File: src/rtl/fifo_pkg.sv
// fifo_pkg
//   Shared constants and helpers for the fifo_flags buffer: default geometry
//   and flag thresholds, a constant clog2, and the occupancy-count width.
//   No ports.
package fifo_pkg;

   localparam int unsigned DEF_DEPTH         = 8;
   localparam int unsigned DEF_WIDTH         = 8;
   localparam int unsigned DEF_AFULL_THRESH  = 6;
   localparam int unsigned DEF_AEMPTY_THRESH = 2;

   function automatic int unsigned clog2(input int unsigned n);
      int unsigned r;
      r = 0;
      for (int unsigned i = 0; i < 32; i++) begin
         if ((32'd1 << i) < n) r = i + 1;
      end
      return r;
   endfunction

   // Count has to represent 0..depth inclusive, so one bit more than the pointers.
   function automatic int unsigned count_width(input int unsigned depth);
      return clog2(depth) + 1;
   endfunction

endpackage

File: src/rtl/fifo_mem.sv
// fifo_mem
//   Simple dual-port storage for fifo_flags: depth x width words, synchronous
//   write, registered read (data one cycle after re_i). With FIFO_FWFT_EN
//   defined the read port is combinational (rdata_o = mem[raddr_i]).
// Ports:
//   clk_i    clock
//   reset_i  synchronous active-high reset (clears the read register only)
//   we_i     write enable,  waddr_i write address, wdata_i write data
//   re_i     read enable,   raddr_i read address
//   rdata_o  read data
module fifo_mem
   import fifo_pkg::*;
#(
   parameter int unsigned depth = DEF_DEPTH,
   parameter int unsigned width = DEF_WIDTH,
   parameter int unsigned aw    = clog2(depth)
) (
   input  logic             clk_i,
   input  logic             reset_i,
   input  logic             we_i,
   input  logic [aw-1:0]    waddr_i,
   input  logic [width-1:0] wdata_i,
   input  logic             re_i,
   input  logic [aw-1:0]    raddr_i,
   output logic [width-1:0] rdata_o
);

   logic [width-1:0] mem_q [depth];

   // Storage is intentionally not reset.
   always_ff @(posedge clk_i) begin
      if (we_i) mem_q[waddr_i] <= wdata_i;
   end

`ifdef FIFO_FWFT_EN
   logic unused_rd_ctrl;
   assign unused_rd_ctrl = reset_i ^ re_i;

   assign rdata_o = mem_q[raddr_i];
`else
   logic [width-1:0] rdata_d, rdata_q;

   // Holds the last word read when no read is accepted.
   always_comb begin
      rdata_d = rdata_q;
      if (re_i) rdata_d = mem_q[raddr_i];
   end

   always_ff @(posedge clk_i) begin
      if (reset_i) rdata_q <= '0;
      else         rdata_q <= rdata_d;
   end

   assign rdata_o = rdata_q;
`endif

endmodule

File: src/rtl/fifo_flags.sv
// fifo_flags
//   Synchronous FIFO with occupancy count, programmable almost-full /
//   almost-empty flags and sticky overflow / underflow error flags.
//   Optional first-word fall-through read port: define FIFO_FWFT_EN.
// Ports:
//   clk_i, reset_i (sync, active high)
//   din_i, wr_en_i           write side
//   rd_en_i, dout_o          read side (1-cycle latency, or FWFT)
//   clr_err_i                clears overflow_o / underflow_o
//   full_o, empty_o, almost_full_o, almost_empty_o, count_o
//   overflow_o, underflow_o  sticky error flags
module fifo_flags
   import fifo_pkg::*;
#(
   parameter int unsigned depth         = DEF_DEPTH,
   parameter int unsigned width         = DEF_WIDTH,
   parameter int unsigned afull_thresh  = DEF_AFULL_THRESH,
   parameter int unsigned aempty_thresh = DEF_AEMPTY_THRESH
) (
   input  logic                          clk_i,
   input  logic                          reset_i,
   input  logic [width-1:0]              din_i,
   input  logic                          wr_en_i,
   input  logic                          rd_en_i,
   input  logic                          clr_err_i,
   output logic [width-1:0]              dout_o,
   output logic                          full_o,
   output logic                          empty_o,
   output logic                          almost_full_o,
   output logic                          almost_empty_o,
   output logic [count_width(depth)-1:0] count_o,
   output logic                          overflow_o,
   output logic                          underflow_o
);

   localparam int unsigned AW = clog2(depth);
   localparam int unsigned CW = count_width(depth);

   localparam logic [CW-1:0] DEPTH_C  = CW'(depth);
   localparam logic [CW-1:0] AFULL_C  = CW'(afull_thresh);
   localparam logic [CW-1:0] AEMPTY_C = CW'(aempty_thresh);

   logic [AW-1:0] wr_ptr_d, wr_ptr_q;
   logic [AW-1:0] rd_ptr_d, rd_ptr_q;
   logic [CW-1:0] count_d, count_q;
   logic          ovf_d, ovf_q;
   logic          udf_d, udf_q;
   logic          wr_acc, rd_acc;

   // Flags come only from the registered count.
   assign full_o         = (count_q == DEPTH_C);
   assign empty_o        = (count_q == '0);
   assign almost_full_o  = (count_q >= AFULL_C);
   assign almost_empty_o = (count_q <= AEMPTY_C);
   assign count_o        = count_q;
   assign overflow_o     = ovf_q;
   assign underflow_o    = udf_q;

   assign wr_acc = wr_en_i && !full_o;
   assign rd_acc = rd_en_i && !empty_o;

   // Depth is a power of two, so pointers wrap by natural overflow.
   always_comb begin
      wr_ptr_d = wr_ptr_q;
      rd_ptr_d = rd_ptr_q;
      count_d  = count_q;
      if (wr_acc) wr_ptr_d = wr_ptr_q + AW'(1);
      if (rd_acc) rd_ptr_d = rd_ptr_q + AW'(1);
      case ({wr_acc, rd_acc})
         2'b10:   count_d = count_q + CW'(1);
         2'b01:   count_d = count_q - CW'(1);
         default: count_d = count_q;
      endcase
   end

   // Sticky errors: a new error in the same cycle as a clear wins.
   always_comb begin
      ovf_d = ovf_q;
      udf_d = udf_q;
      if (clr_err_i) begin
         ovf_d = 1'b0;
         udf_d = 1'b0;
      end
      if (wr_en_i && full_o)  ovf_d = 1'b1;
      if (rd_en_i && empty_o) udf_d = 1'b1;
   end

   always_ff @(posedge clk_i) begin
      if (reset_i) begin
         wr_ptr_q <= '0;
         rd_ptr_q <= '0;
         count_q  <= '0;
         ovf_q    <= 1'b0;
         udf_q    <= 1'b0;
      end else begin
         wr_ptr_q <= wr_ptr_d;
         rd_ptr_q <= rd_ptr_d;
         count_q  <= count_d;
         ovf_q    <= ovf_d;
         udf_q    <= udf_d;
      end
   end

   fifo_mem #(
      .depth (depth),
      .width (width),
      .aw    (AW)
   ) u_mem (
      .clk_i   (clk_i),
      .reset_i (reset_i),
      .we_i    (wr_acc && !reset_i),
      .waddr_i (wr_ptr_q),
      .wdata_i (din_i),
      .re_i    (rd_acc && !reset_i),
      .raddr_i (rd_ptr_q),
      .rdata_o (dout_o)
   );

endmodule

File: config.mk
export PLATFORM = sky130hd
export DESIGN_NAME = fifo_flags
export DESIGN_NICKNAME = d
export VERILOG_FILES = /design/src/rtl/fifo_pkg.sv /design/src/rtl/fifo_mem.sv /design/src/rtl/fifo_flags.sv
export SDC_FILE = /design/constraint.sdc
export NUM_CORES = 1
export LEC_CHECK = 0
export ABC_AREA = 1
export CORE_UTILIZATION = 40
export CTS_CLUSTER_DIAMETER = 200
export DETAILED_ROUTE_END_ITERATION = 8
export SLEW_MARGIN = 20
export SYNTH_ARGS = -nofsm -noshare
export SYNTH_HDL_FRONTEND = slang
export SYNTH_SLANG_ARGS = --single-unit
File: constraint.sdc
create_clock -name clk_i -period 1.6 [get_ports clk_i]
set_input_delay 0.16 -clock clk_i [delete_from_list [all_inputs] [get_ports clk_i]]
set_output_delay 0.16 -clock clk_i [all_outputs]
set_load 0.02 [all_outputs]
==> results of run 1 <==
[critical path: stages (launching register included)]
cell	delay, ns
dfxtp_4	0.37
nor2_4	0.11
nand2_2	0.08
nand2_4	0.07
inv_4	0.04
ha_4	0.17
nand2_2	0.06
inv_2	0.04
nor2_4	0.12
ha_4	0.15
a21oi_2	0.03
xnor2_1	0.12
o21ai_1	0.11
inv_1	0.04
[final timing paths]
check	startpoint	endpoint	slack, ns	cells after the start
worst max-delay path	count_o[3]	count_o[2]	-0.02	13
worst min-delay path	clr_err_i	underflow_o	0.45	4
worst max register to register	count_o[3]	count_o[2]	-0.02	13
worst min register to register	u_mem.rdata_o[5]	u_mem.rdata_o[5]	0.46	2
[power groups by stage]
stage                     Combinational, µW  Clock (µW)  Sequential, µW
final                                  2380        1490            2650
after global routing                   2610        1630            2680
after CTS                              2260        1530            2650
after detailed placement               2200           0            2700
after global placement                 2180           0            2690
after floorplan                        1320           0            2790
[through the flow]
stage / instance area [µm²] / cells / hold WS [ns]
after CTS: 4610 / 556 / 0.414
after detailed placement: 4370 / 538 / 0.455
final: 4690 / 558 / 0.451
after global placement: 4370 / 538 / 0.451
after global routing: 4690 / 558 / 0.471
after floorplan: 3780 / 385 / 0.222
[what timing repair did]
item | CTS | global route
hold endpoints to repair | 0 | 0
resized for setup | 20 | 24
setup buffers | 2 | 2
pin swaps | 8 | 4
endpoints found under the setup margin | 67 | 70
[metal layers]
| layer | wire, µm | track usage, % | part of all wire, % |
|---|---|---|---|
| met1 | 3980 | 25.6 | 49 |
| met2 | 3800 | 27.7 | 46 |
| met3 | 297 | 3.90 | 3.6 |
| met4 | 116 | 6.20 | 1.4 |
| met5 | 0 | 0 | 0 |
[final cells by class]
type,instances,area (µm²),area share [%]
sequential,84,2330,49.7
multi-input combinational,216,1160,24.7
timing repair buffer,62,594,12.7
inverter,72,279,5.94
tap,108,135,2.88
clock buffer,10,128,2.72
clock inverter,6,65.1,1.39
[layout by cell type, fill, tap and decap left out, types with 4 or more instances in the layout]
cell / instances
nand3_1: 56
clkdlybuf4s50_1: 22
buf_6: 5
clkbuf_8: 9
a21oi_1: 17
nor2_2: 4
dfxtp_1: 16
o21ai_0: 7
buf_4: 23
buf_12: 4
nand2_1: 101
inv_1: 65
nor2_4: 7
edfxtp_1: 64
dlygate4sd2_1: 5
[sequential cells by signal (all words and copies together), names as in the netlist]
register,cells
underflow_o,1
rd_ptr_q,3
overflow_o,1
wr_ptr_q,3
count_o,4
u_mem.mem_q,64
u_mem.rdata_o,8
[cell families (layout without fill, tap and decap cells)]
family	after synthesis	count (layout)
AOI/OAI and AO/OA	30	30
xor gates and xnor gates	2	2
adders and majority gates	5	5
buffers and inverters	85	150
DFF	84	84
and+or+nand+nor	179	179
==> key figures, run 1 <==
Cells and area
  • Nets@finish: 463
  • Fill count: 812
  • Core Util, Final: 53.1%
  • Area Overhead vs Synth: 26.1%
  • Share of layout cells above drive strength 1: 19.6%
  • ANT cells: 0

Die
  • Core Box Area: 0.00885 mm²
  • Die Width: 98.5 µm
  • Starting Density: 42.1%
  • Total I/O pin count: 31
  • Die Y: 98.5 µm
  • Die Area: 0.00970 mm²
  • Site Rows: 34

Power
  • Internal power: 4230 µW
  • Psw: 2280 µW
  • Peak VDD IR: 0.518 mV
  • Sequential share of power: 40.7%
  • Switch share: 35.1%
  • Clock share of power: 22.8%
  • Gate power share: 36.5%
  • Lkg Pwr: 0.00199 µW
  • PwrDens: 1390 mW/mm²
  • Total power: 6520 µW

Logic synthesis
  • Mapped Cells: 385
  • Top post-synthesis cells by area: edfxtp_1 (52%), dfxtp_1 (11%), nand2_1 (10%), nand3_1 (7.8%), inv_1 (6.9%)
  • Yosys top cell area share: 51.6%
  • Compound-Gate Fraction of Synth Area: 4.23%
  • Cell taking the most area after synthesis: edfxtp_1
  • Asr flop ratio synth: 0%
  • Most common cell in the synthesized netlist: nand2_1
  • Synth Net Count: 403
  • Register area share after synthesis: 62.4%
  • Mapped Area: 0.00372 mm²
  • Count of flip-flops with a built-in enable after synthesis: 64
  • Post-synth cell types: 23
  • Post-synthesis mux area share: 0%
  • Yosys reg bits: 84
  • Syn avg cell area: 9.67 µm²
  • Most frequent cells after synthesis: nand2_1 (103), inv_1 (68), edfxtp_1 (64)
  • Yosys warning count: 0
  • Adder-Cell Fraction of Synth Area: 1.68%
  • Synth Flop Type: edfxtp_1
  • Post-synthesis simple-gate area fraction: 21.0%
  • Largest family of logic cells by synthesized area: simple AND/OR/NAND/NOR gates
  • Post-Synth XOR/XNOR Area: 0.470%

Clock tree
  • CTS H-tree depth: 3
  • Root cell of the clock tree: clkbuf_8
  • Num CTS Buffers: 9
  • CTS tree: built
  • Clock-pin slew of the registers on the worst-case setup and hold paths: 0.09 ns
  • Worst-Skew Late Latency: 0.36 ns
  • # clock sinks: 84
  • CTS Hold Bufs: 0
  • Longest Clk Path Bufs: 2

Timing
  • Final Skew: 0.0121 ns
  • Hold Vio Cnt, Final: 0
  • Min Tclk post-route: 1.62 ns
  • Crit share post-route: 101%
  • Slew @ Worst Pin: 0.472 ns
  • F_max: 618 MHz
  • Worst slew margin: 68.4%
  • Worst setup margin: -0.0186 ns
  • RSZ-0062 raised after global routing: yes
  • # setup viols final: 3
  • Final TNS setup: -0.0228 ns
  • Slew Limit Fails: 0

Route
  • Vias per cell: 4.84
  • Routed wire length: 8190 µm
  • Residual DRC: 0
  • First-pass DRT Iterations: 7
  • Vias after detailed routing: 2702
  • Final ANT Viol Nets: 0
  • Starting DRT DRC Count: 176
  • Drt wl/cell: 14.7 µm

Setup path
  • Kind of critical path: register to register
  • Crit path max fanout: 4
  • Crit path capture type: register
  • Arrival @ worst endpoint: 1.88 ns
  • Data required, critical path: 1.86 ns
  • CP Launch Type: register

Placed design
  • Port bufs: 30
  • GP Congestion: 0.821
  • Place WS: -0.173 ns
  • Hpwl dp: 5540 µm

Global routing
  • Antenna violations before repair: 0
  • First-pass GRT wire length: 13000 µm
  • Largest net degree at the start of global routing: 35
  • Vias in the first global route: 2481
  • GRT Overall Usage: 18.1%
  • Total global routing overflow: 0

Hold path
  • HP Class: primary input to register

Flow run
  • Max_cap viols: 0

Status
  • Violated checks: setup timing
  • Status: finished with violations
(Power assumes the default switching activity.)
==> run 2, diff against run 1 <==
CORE_ASPECT_RATIO = 1.2   (was not set)
==> key figures, run 2 (synthesis gave the netlist of run 1 again) <==
Die
  • Die Width: 90.1 µm
  • Die Y: 108 µm
  • Core Box Area: 0.00903 mm²
  • Site Rows: 38
  • Total I/O pin count: 31
  • Starting Density: 41.2%
  • Die Area: 0.00970 mm²

Route
  • First-pass DRT Iterations: 4
  • Routed wire length: 8790 µm
  • Residual DRC: 0
  • Drt wl/cell: 15.4 µm
  • Final ANT Viol Nets: 0
  • Vias per cell: 4.77
  • Starting DRT DRC Count: 169
  • Vias after detailed routing: 2729

Placed design
  • Hpwl dp: 6130 µm
  • GP Congestion: 0.886
  • Placement Cell Area: 0.00435 mm²
  • Place WS: -0.191 ns
  • Port bufs: 30

Clock tree
  • Worst-Skew Late Latency: 0.37 ns
  • Clock-pin slew of the registers on the worst-case setup and hold paths: 0.08 ns
  • CTS tree: built
  • # clock sinks: 84
  • Longest Clk Path Bufs: 2
  • Root cell of the clock tree: clkbuf_8
  • CTS H-tree depth: 3
  • Num CTS Buffers: 9

Setup path
  • CP Launch Type: register
  • Arrival @ worst endpoint: 1.92 ns
  • Crit path capture type: register
  • Kind of critical path: register to register
  • Data required, critical path: 1.87 ns
  • Crit path max fanout: 3

Cells and area
  • Commonest non-fill, non-tap cell in the layout: nand2_1
  • Nets@finish: 465
  • Design area: 0.00471 mm²
  • Area Overhead vs Synth: 26.4%
  • Share of layout cells above drive strength 1: 19.9%
  • Commonest cells after routing, fill and taps aside: nand2_1 (100), inv_1 (65), edfxtp_1 (64)
  • Core Util, Final: 52.1%
  • Fill count: 833
  • Largest register by flop count: u_mem.mem_q
  • ANT cells: 0
  • Number of flip-flops in the largest register: 64

Timing
  • Worst setup margin: -0.0443 ns
  • Min Tclk post-route: 1.64 ns
  • Worst slew margin: 69.9%
  • RSZ-0062 raised after global routing: yes
  • Final Skew: 0.00972 ns
  • Slew Limit Fails: 0
  • WHS: 0.440 ns
  • Slew @ Worst Pin: 0.451 ns
  • F_max: 608 MHz
  • Hold Vio Cnt, Final: 0
  • Crit share post-route: 103%
  • Final TNS setup: -0.0831 ns
  • # setup viols final: 2

Global routing
  • GRT busiest layer: met2
  • Largest net degree at the start of global routing: 35
  • GR Layer Usage met3: 3.46%
  • M1 GR Usage: 22.1%
  • Vias in the first global route: 2649
  • First-pass GRT wire length: 13700 µm
  • Total global routing overflow: 0
  • Met2 Track Usage GR: 35.7%
  • GRT Overall Usage: 19.5%
  • Antenna violations before repair: 0

Power
  • Lkg Pwr: 0.00199 µW
  • Peak VDD IR: 0.567 mV
  • PwrDens: 1390 mW/mm²

Status
  • Violated checks: setup timing
  • Status: finished with violations

Hold path
  • HP Class: primary input to register

Flow run
  • Max_cap viols: 0
==> run 2: stage by stage <==
step	total power (µW)	instances
6_report	6540	572
3_5_place_dp	4920	550
3_3_place_gp	4910	550
5_1_grt	6910	572
4_1_cts	6430	571
2_1_floorplan	4110	385
==> run 2: final cells by class <==
type | count | area (µm²) | share of cell area, %
clock buffer | 14 | 173 | 3.67
tap | 120 | 150 | 3.19
sequential | 84 | 2330 | 49.6
clock inverter | 2 | 8.76 | 0.186
timing repair buffer | 64 | 569 | 12.1
multi-input combinational | 216 | 1190 | 25.3
inverter | 72 | 282 | 5.98
==> run 2: what timing repair did <==
action / CTS / global route
pin swaps: 12 / 8
gates resized for setup: 28 / 27
endpoints found under the setup margin: 74 / 71
cloned: 0 / 0
buffers inserted: 5 / 1
hold buffers: 0 / 0
hold endpoints to repair: 0 / 0
==> run 2: worst max-delay path, cell delays in order, from the launching register on <==
cell,delay [ns]
dfxtp_4,0.36
nor2_4,0.17
nand2_4,0.08
nand2_4,0.07
inv_4,0.04
ha_4,0.17
nand2_2,0.06
inv_2,0.05
nor2_4,0.10
ha_4,0.15
a21oi_4,0.03
xnor2_1,0.11
o21ai_1,0.12
inv_1,0.04
==> run 2: per-layer routing <==
metal  share of wire (%)  wire (µm)
met5                   0          0
met4                 2.2        197
met3                 4.0        352
met2                  53       4640
met1                  41       3600
==> run 2: worst paths after layout <==
kind | slack, ns | end | depth (start not counted) | start
worst max-delay path | -0.04 | count_o[2] | 13 | count_o[1]
worst min-delay path | 0.44 | overflow_o | 4 | clr_err_i
worst max register to register | -0.04 | count_o[2] | 13 | count_o[1]
worst min register to register | 0.46 | u_mem.rdata_o[2] | 2 | u_mem.rdata_o[2]
==> run 2: power breakdown <==
| part | total, µW | internal, µW | switching [µW] |
|---|---|---|---|
| Combinational | 2450 | 1010 | 1440 |
| Sequential | 2660 | 2530 | 135 |
| Clock | 1420 | 686 | 732 |
